===== config.mk =====
export PLATFORM = sky130hd
export DESIGN_NAME = gb_timer_flat
export DESIGN_NICKNAME = d
export VERILOG_FILES = /design/src/rtl/gb_timer_if.sv /design/src/rtl/gb_timer.sv /design/src/flat_wrapper.sv
export SDC_FILE = /design/constraint.sdc
export NUM_CORES = 1
export LEC_CHECK = 0
export CORE_ASPECT_RATIO = 0.6
export CORE_MARGIN = 1
export CORE_UTILIZATION = 52
export DETAILED_ROUTE_END_ITERATION = 7
export GPL_ROUTABILITY_DRIVEN = 0
export HOLD_SLACK_MARGIN = 0.08
export PLACE_DENSITY = 0.76
export SYNTH_ARGS = -nofsm -noshare
export SYNTH_HDL_FRONTEND = slang
export SYNTH_SLANG_ARGS = --single-unit

===== constraint.sdc =====
create_clock -name clk -period 3.1 [get_ports clk]
set_input_delay 0.93 -clock clk [delete_from_list [all_inputs] [get_ports clk]]
set_output_delay 0.93 -clock clk [all_outputs]
set_load 0.02 [all_outputs]

===== src/rtl/gb_timer_if.sv =====
// gb_timer_if - CPU-side bus bundle for the DMG timer peripheral.
//
// Signals:
//   mem_strobe    one-clock pulse on the last T-cycle of an M-cycle (write commit)
//   mem_addr      16-bit CPU address
//   mem_enable    bus access enable
//   mem_write     bus write enable
//   mem_data_in   write data from the CPU
//   mem_data_out  read data back to the CPU (8'hFF when not hit)
//   mem_hit       responder claims the current address
//
// Modports: master = CPU side, slave = timer side.
interface gb_timer_if;
    logic        mem_strobe;
    logic [15:0] mem_addr;
    logic        mem_enable;
    logic        mem_write;
    logic [7:0]  mem_data_in;
    logic [7:0]  mem_data_out;
    logic        mem_hit;

    modport master (
        output mem_strobe, mem_addr, mem_enable, mem_write, mem_data_in,
        input  mem_data_out, mem_hit
    );

    modport slave (
        input  mem_strobe, mem_addr, mem_enable, mem_write, mem_data_in,
        output mem_data_out, mem_hit
    );
endinterface


===== src/rtl/gb_timer.sv =====
// gb_timer - memory-mapped DMG timer (DIV, TIMA, TMA, TAC at BASE_ADDR..+3).
//
// Ports:
//   clk        system clock, one T-cycle per clock
//   reset      asynchronous active-high reset
//   bus        gb_timer_if.slave: CPU address/enable/write/data, read data, hit
//   irq_timer  one-clock pulse when TIMA is reloaded from TMA after an overflow
//
// Build option:
//   TIMER_GLITCH_EN  when defined, the falling-edge detector watches tick_sig
//                    directly, so DIV clears and TAC writes that drop tick_sig
//                    produce the spurious increments real hardware shows.
//                    When undefined, only natural counter transitions count.
module gb_timer #(
    parameter logic [15:0] BASE_ADDR = 16'hFF04
) (
    input  logic       clk,
    input  logic       reset,
    gb_timer_if.slave  bus,
    output logic       irq_timer
);

    typedef enum logic [1:0] {
        ST_NORMAL   = 2'd0,
        ST_OVERFLOW = 2'd1,
        ST_RELOAD   = 2'd2
    } state_t;

    state_t      state_reg;
    logic [1:0]  cnt_reg;
    logic [15:0] sys_cnt_reg;
    logic [7:0]  tima_reg;
    logic [7:0]  tma_reg;
    logic [2:0]  tac_reg;
    logic        irq_reg;
    logic        inc;

    // Address decode: offset from BASE_ADDR, hit when it lands in 0..3.
    logic [15:0] addr_off;
    logic        wr_commit;
    logic        div_wr, tima_wr, tma_wr, tac_wr;

    assign addr_off    = bus.mem_addr - BASE_ADDR;
    assign bus.mem_hit = bus.mem_enable && (addr_off[15:2] == 14'd0);
    assign wr_commit   = bus.mem_strobe && bus.mem_hit && bus.mem_write;
    assign div_wr      = wr_commit && (addr_off[1:0] == 2'd0);
    assign tima_wr     = wr_commit && (addr_off[1:0] == 2'd1);
    assign tma_wr      = wr_commit && (addr_off[1:0] == 2'd2);
    assign tac_wr      = wr_commit && (addr_off[1:0] == 2'd3);

    always_comb begin
        bus.mem_data_out = 8'hFF;
        if (bus.mem_hit) begin
            case (addr_off[1:0])
                2'd0:    bus.mem_data_out = sys_cnt_reg[15:8];
                2'd1:    bus.mem_data_out = tima_reg;
                2'd2:    bus.mem_data_out = tma_reg;
                default: bus.mem_data_out = {5'b11111, tac_reg};
            endcase
        end
    end

    // Tick source selection.
    logic [3:0]  sel_idx;
    logic [15:0] sys_cnt_plus;
    logic        tick_sig;

    always_comb begin
        case (tac_reg[1:0])
            2'b00:   sel_idx = 4'd9;
            2'b01:   sel_idx = 4'd3;
            2'b10:   sel_idx = 4'd5;
            default: sel_idx = 4'd7;
        endcase
    end

    assign sys_cnt_plus = sys_cnt_reg + 16'd1;
    assign tick_sig     = tac_reg[2] & sys_cnt_reg[sel_idx];

    // Free-running divider; a DIV write wins over the natural increment.
    always_ff @(posedge clk or posedge reset) begin
        if (reset) begin
            sys_cnt_reg <= 16'd0;
            tac_reg     <= 3'd0;
            tma_reg     <= 8'd0;
        end else begin
            sys_cnt_reg <= div_wr ? 16'd0 : sys_cnt_plus;
            if (tac_wr)
                tac_reg <= bus.mem_data_in[2:0];
            if (tma_wr)
                tma_reg <= bus.mem_data_in;
        end
    end

`ifdef TIMER_GLITCH_EN
    // Edge detector on tick_sig itself: any 1->0 drop counts, whatever caused it.
    logic tick_prev_reg;

    always_ff @(posedge clk or posedge reset) begin
        if (reset)
            tick_prev_reg <= 1'b0;
        else
            tick_prev_reg <= tick_sig;
    end

    assign inc = tick_prev_reg & ~tick_sig;
`else
    // Only a natural +1 transition that drops the selected bit is remembered;
    // DIV clears and TAC rewrites never register as a fall.
    logic fall_reg;

    always_ff @(posedge clk or posedge reset) begin
        if (reset)
            fall_reg <= 1'b0;
        else
            fall_reg <= tick_sig & ~sys_cnt_plus[sel_idx] & ~div_wr & ~tac_wr;
    end

    assign inc = fall_reg;
`endif

    // TIMA and its overflow/reload sequencing.
    always_ff @(posedge clk or posedge reset) begin
        if (reset) begin
            state_reg <= ST_NORMAL;
            cnt_reg   <= 2'd0;
            tima_reg  <= 8'd0;
            irq_reg   <= 1'b0;
        end else begin
            irq_reg <= 1'b0;
            case (state_reg)
                ST_NORMAL: begin
                    if (tima_wr) begin
                        tima_reg <= bus.mem_data_in;
                    end else if (inc) begin
                        tima_reg <= tima_reg + 8'd1;
                        if (tima_reg == 8'hFF) begin
                            state_reg <= ST_OVERFLOW;
                            cnt_reg   <= 2'd0;
                        end
                    end
                end
                ST_OVERFLOW: begin
                    if (tima_wr) begin
                        // CPU write cancels the pending reload and interrupt.
                        tima_reg  <= bus.mem_data_in;
                        state_reg <= ST_NORMAL;
                    end else if (cnt_reg == 2'd3) begin
                        tima_reg  <= tma_wr ? bus.mem_data_in : tma_reg;
                        irq_reg   <= 1'b1;
                        state_reg <= ST_RELOAD;
                        cnt_reg   <= 2'd0;
                    end else begin
                        cnt_reg <= cnt_reg + 2'd1;
                        if (inc)
                            tima_reg <= tima_reg + 8'd1;
                    end
                end
                ST_RELOAD: begin
                    // TIMA writes are dropped; TMA writes pass straight through.
                    if (tma_wr)
                        tima_reg <= bus.mem_data_in;
                    else if (inc)
                        tima_reg <= tima_reg + 8'd1;
                    cnt_reg <= cnt_reg + 2'd1;
                    if (cnt_reg == 2'd3)
                        state_reg <= ST_NORMAL;
                end
                default: begin
                    state_reg <= ST_NORMAL;
                    cnt_reg   <= 2'd0;
                end
            endcase
        end
    end

    assign irq_timer = irq_reg;

endmodule


===== src/flat_wrapper.sv =====
// flat-port wrapper written by rule: the top's interface ports become plain ports
module gb_timer_flat 
#(
    parameter logic [15:0] BASE_ADDR = 16'hFF04
)
  (clk, reset, irq_timer, bus_mem_strobe, bus_mem_addr, bus_mem_enable, bus_mem_write, bus_mem_data_in, bus_mem_data_out, bus_mem_hit);
  gb_timer_if bus_i ();
  input  logic clk;
  input  logic reset;
  output logic irq_timer;
  input wire logic [$bits(bus_i.mem_strobe)-1:0] bus_mem_strobe;
  input wire logic [$bits(bus_i.mem_addr)-1:0] bus_mem_addr;
  input wire logic [$bits(bus_i.mem_enable)-1:0] bus_mem_enable;
  input wire logic [$bits(bus_i.mem_write)-1:0] bus_mem_write;
  input wire logic [$bits(bus_i.mem_data_in)-1:0] bus_mem_data_in;
  output wire logic [$bits(bus_i.mem_data_out)-1:0] bus_mem_data_out;
  output wire logic [$bits(bus_i.mem_hit)-1:0] bus_mem_hit;
  assign bus_i.mem_strobe = bus_mem_strobe;
  assign bus_i.mem_addr = bus_mem_addr;
  assign bus_i.mem_enable = bus_mem_enable;
  assign bus_i.mem_write = bus_mem_write;
  assign bus_i.mem_data_in = bus_mem_data_in;
  assign bus_mem_data_out = bus_i.mem_data_out;
  assign bus_mem_hit = bus_i.mem_hit;
  gb_timer #(.BASE_ADDR(BASE_ADDR)) u_core (.clk(clk), .reset(reset), .bus(bus_i), .irq_timer(irq_timer));
endmodule

Word level (Yosys, flattened, before mapping). Cells that the tools add are included.

Register bits after elaboration: 41. Input port bits: 29. Output and inout port bits: 10. Word-level logic and storage cells: 80.

Add/sub/neg operators: 4. Magnitude comparators: 1. Equal/unequal tests: 15. Multiplexer cells: 31. Bitwise operators: 7. Reductions and logical operators: 14.

Operators with widths (count): 8-bit 2-to-1 mux (7); 8-bit one-hot mux with 3 select lines (2); 2-bit 2-to-1 mux (11); 16-bit by 1-bit adder with 16-bit output (second input constant) (1); 16-bit 2-to-1 mux (1); 16-bit subtractor (second input constant) (1); 14-bit zero test (1); 2-bit one-hot mux with 3 select lines (2); 4-bit one-hot mux with 3 select lines (1); 2-bit equality test (second input constant) (5); 8-bit by 1-bit adder with 8-bit output (second input constant) (1); 1-bit binary-select mux with 4-bit select (2); 8-bit equality test (second input constant) (1); 1-bit logical AND (7); 2-bit by 1-bit equality test with 1-bit output (second input constant) (3); 2-bit zero test (3); 2-bit by 1-bit inequality test with 1-bit output (second input constant) (3); 4-bit by 5-bit less-than comparator with 1-bit output (second input constant) (1); 1-bit 2-to-1 mux (5); 5-bit AND reduction (1); 1-bit AND (4); 2-bit inequality test (second input constant) (2); 4-bit AND reduction (1); 3-bit by 1-bit inequality test with 1-bit output (second input constant) (1); other kinds (3) (5).

Logic depth before layout (Yosys ltp).
Word-level depth: 10. Depth in mapped cells: 8. Depth with buffers taken out: 7.

Worst setup path before layout. Ideal clock, no wire load.

Kind: input-to-output. Start point: input port bus_mem_addr[3]. End point: output port bus_mem_data_out[3]. Data arrival time: 2248 ps. Required time: 2170 ps. Setup slack: -78 ps. Stages: 5. Buffers on the path: 1. Cells stage by stage: nor4b_4 -> nand4_2 -> a21oi_1 -> clkbuf_1 -> nand2_1.

Word-level cells in the longest chain between the ends: 4.

Ends and longest elaborated chain: start, declared (line flat_wrapper.sv:12) `input wire logic [$bits(bus_i.mem_addr)-1:0] bus_mem_addr;`; 16-bit subtractor (line gb_timer.sv:43) `assign addr_off = bus.mem_addr - BASE_ADDR;`; 14-bit zero test (line gb_timer.sv:44) `assign bus.mem_hit = bus.mem_enable && (addr_off[15:2] == 14'd0);`; 1-bit logical AND (line gb_timer.sv:44); named net bus_mem_hit (line flat_wrapper.sv:17) `output wire logic [$bits(bus_i.mem_hit)-1:0] bus_mem_hit;`; 8-bit 2-to-1 mux (line gb_timer.sv:53) `if (bus.mem_hit) begin`; end, declared (line flat_wrapper.sv:16) `output wire logic [$bits(bus_i.mem_data_out)-1:0] bus_mem_data_out;`.

The timed path passes the listed nets, and every way through them passes these cells.

Worst setup path after layout.
Start point: input port bus_mem_addr[15]. End point: output port bus_mem_data_out[0].

Word-level cells in the longest chain between the ends: 4.

Ends and longest elaborated chain (line): 16-bit subtractor (gb_timer.sv:43); 14-bit zero test (gb_timer.sv:44); 1-bit logical AND (gb_timer.sv:44); 8-bit 2-to-1 mux (gb_timer.sv:53).

No other way between the ends.

==> summary.md <==
| Metric | Value |
|---|---|
| Clock sink total | `41` |
| Max incr delay on CP | `220 ps` |
| Chip height | `59.6 um` |
| WL final | `8.06 mm` |
| Sequential area share after synthesis | `35.7%` |
| Post-Synthesis Cells | `284` |
| First-pass GRT wire length | `12.8 mm` |
| Initial antenna violation count | `0` |
| Primary FF master, synth | `dfrtp_1` |
| # fillers | `369` |
| Flop pwr share | `46.4%` |
| Final net count | `391` |
| Num CTS Buffers | `5` |
| Reg clk slew, reported paths | `80 ps` |
| Outcome | `complete, but fails checks` |
| Arrival time of the worst setup path | `2150 ps` |
| Chip width | `98.0 um` |
| Clk_lat worst skew | `310 ps` |
| Total track usage | `28.9%` |
| CP Cell Sequence | `dlygate4sd2_1 > and4_4 > nand4_1 > buf_4 > a21oi_4 > buf_8 > nand2b_4 > buf_6` |
| Footprint of the multi-input gates | `1820 um2` |
| Final worst-path cycle share | `99.4%` |
| Via density | `6.23` |
| Largest net degree at the start of global routing | `42` |
| CP startpoint kind | `input pin` |
| Crit-path max FO | `8` |
| Mapped cell area | `2870 um2` |
| YS warnings | `0` |
| CTS max path bufs | `2` |
| Core Util, Final | `73.3%` |
| Placed cells | `397` |
| Vias in the first global route | `2444` |
| Slew margin rel. | `63.7%` |
| Slowest-stage cell, CP | `and4_4` |
| Final ANT Viol Nets | `0` |
| Avg Cell Area, Syn | `10.1 um2` |
| Async S/R FF share, synth | `100%` |
| Crit end category | `output pin` |
| Net switching power | `271 uW` |
| DR vias | `2628` |
| Post-route DRC | `5` |
| Starting DRT DRC Count | `204` |
| Int Pwr | `923 uW` |
| Core ar. | `5180 um2` |
| Final setup vio count | `0` |
| Register bit total from synthesis | `41` |
| Final instance area | `3800 um2` |
| Netlist cell types | `52` |
| Post-synth EDFFs | `0` |
| Shortest period the worst path allows | `3080 ps` |
| Initial Utilization | `55.5%` |
| Ant diodes | `0` |
| H-tree levels | `2` |
| Hold Crit Start | `u_core.sys_cnt_reg[0]` |
| Leak Pwr | `1.73 nW` |
| GR Overflow Total | `0` |
| Number of flip-flops in the largest register | `16` |
| FF/Latch Area | `1030 um2` |
| CTS root buffer | `clkbuf_8` |
| DP Area | `3430 um2` |
| Switch share | `22.7%` |
| Fmax | `0.325 GHz` |
| Hold WC Path Type | `register to register` |
| Clk_skew | `11.4 ps` |
| Total Power | `1.19 mW` |
| Pwr dens | `314 nW/um2` |
| I/O Pins | `39` |
| Crit path from | `bus_mem_addr[15]` |
| Clock power frac | `44.1%` |
| Drt pass-1 iters | `7` |
| WP buf/inv | `4` |
| Port bufs | `38` |
| Hold_buf cts | `0` |
| Area delta synth->final | `32.2%` |
| WL/cell | `19.1 um` |
| Die area | `5840 um2` |
| Worst setup margin | `18.4 ps` |
| Peak VDD IR | `210 uV` |
| Setup_tns | `0 ps` |
| Post-DP HPWL | `5.50 mm` |
| CTS tree | `built` |
| Worst Tran Pin Value | `545 ps` |
| Max Cap Viol | `0` |
| WS Path Type | `input pin to output pin` |
| Post-route insts no fill | `422` |
| Hold Worst Slack | `509 ps` |
| Num rows | `20` |
| Layout cells sized above 1 | `34.0%` |
| CP delay by family, top | `buffers and inverters` |
| Reg-to-reg critical path startpoint | `u_core.tima_reg[0]` |
| Worst EP required | `2170 ps` |
| Hold Fails Final Rpt | `0` |
| Slew Limit Fails | `0` |
| Comb pwr share | `9.5%` |
| Failing checks | `design-rule violations` |
| Placement Setup Slack | `-680 ps` |
| Synthesized Nets | `320` |
==> placed cells by master (no fill, tap or decap), types with 7 or more instances in the layout <==
cell type        instances
o22ai_1                  7
xor2_1                   9
nor2_1                  22
or2_2                    7
dfrtp_1                 41
o21a_1                   9
buf_6                    8
xnor2_1                 12
ha_1                     7
a31oi_1                  7
o211ai_1                11
mux2_2                  22
dlygate4sd2_1            9
nand2_1                 15
clkdlybuf4s50_1         12
nand3_1                 14
buf_4                   33
==> power by group through the flow <==
stage,registers [mW],clock network [mW],logic [mW]
finish,0.554,0.527,0.113
detailed placement,0.564,0,0.103
floorplan,0.561,0,0.0386
global route,0.555,0.552,0.122
global placement,0.564,0,0.101
CTS,0.553,0.528,0.112
==> layout make-up <==
cell class,instances,share of cell area (%)
multi-input cells,222,47.9
flip-flops and latches,41,27.0
clock buffers,5,1.81
inverters,6,0.593
repair buffers,79,18.8
clock inverters,3,1.71
well taps,66,2.17
==> cells in the mapped netlist (all sizes together), types with 2 or more instances <==
cell,count,area (um2)
or2,7,43.8
o211ai,11,82.6
a2111oi,2,36.3
inv,6,22.5
nor3,3,15.0
nand3,14,70.1
ha,7,87.6
mux2i,2,20.0
nor2b,3,18.8
nor2,23,86.3
a31oi,7,43.8
and3,5,31.3
dfrtp,41,1030
mux2,26,308
a21oi,4,20.0
clkdlybuf4s25,2,20.0
buf,2,16.3
xnor2,12,105
nand3b,3,22.5
and4,4,37.5
nand2,17,63.8
mux4,4,90.1
xor2,9,78.8
clkbuf,10,67.6
o221ai,6,52.6
and2,3,20.0
and3b,2,17.5
o21ai,3,15.0
o22ai,12,75.1
o21a,9,67.6
nand2b,6,37.5
nand4,6,43.8
==> worst paths after layout <==
| path | endpoint | slack (ps) | cells past startpoint |
|---|---|---|---|
| max | bus_mem_data_out[0] | 20 | 8 |
| min | u_core.sys_cnt_reg[0] | 510 | 1 |
| max reg2reg | u_core.cnt_reg[0] | 1280 | 6 |
| min reg2reg | u_core.sys_cnt_reg[0] | 510 | 1 |
| max in group asynchronous | u_core.tima_reg[6] | 1670 | 3 |
| min in group asynchronous | u_core.sys_cnt_reg[3] | 1060 | 3 |
==> kinds of logic (layout without fill, tap and decap cells) <==
logic type	after synthesis	count (layout)	synth area share, %
AO/OA/AOI/OAI	62	62	16.2
XOR/XNOR	21	21	6.40
adder cells (fa/ha/maj)	7	7	3.05
buffers and inverters	21	93	4.75
flip-flops	41	41	35.7
multiplexers	32	32	14.5
AND/OR/NAND/NOR	100	100	19.4
==> timing repair <==
action	4_1_cts	5_1_grt
setup buffers	9	6
cloned	1	1
setup endpoints to repair	10	10
pin swaps	9	7
resized for setup	84	13
==> routing by layer <==
metal	GRT usage (%)	up-vias	wire length, um
met3	5.78	19	838
met5	0	-	0
met4	8.87	0	146
li1	-	1203	-
met2	42.7	145	3490
met1	42.8	1261	3580
Note: power is estimated with default switching activity, not from simulation.
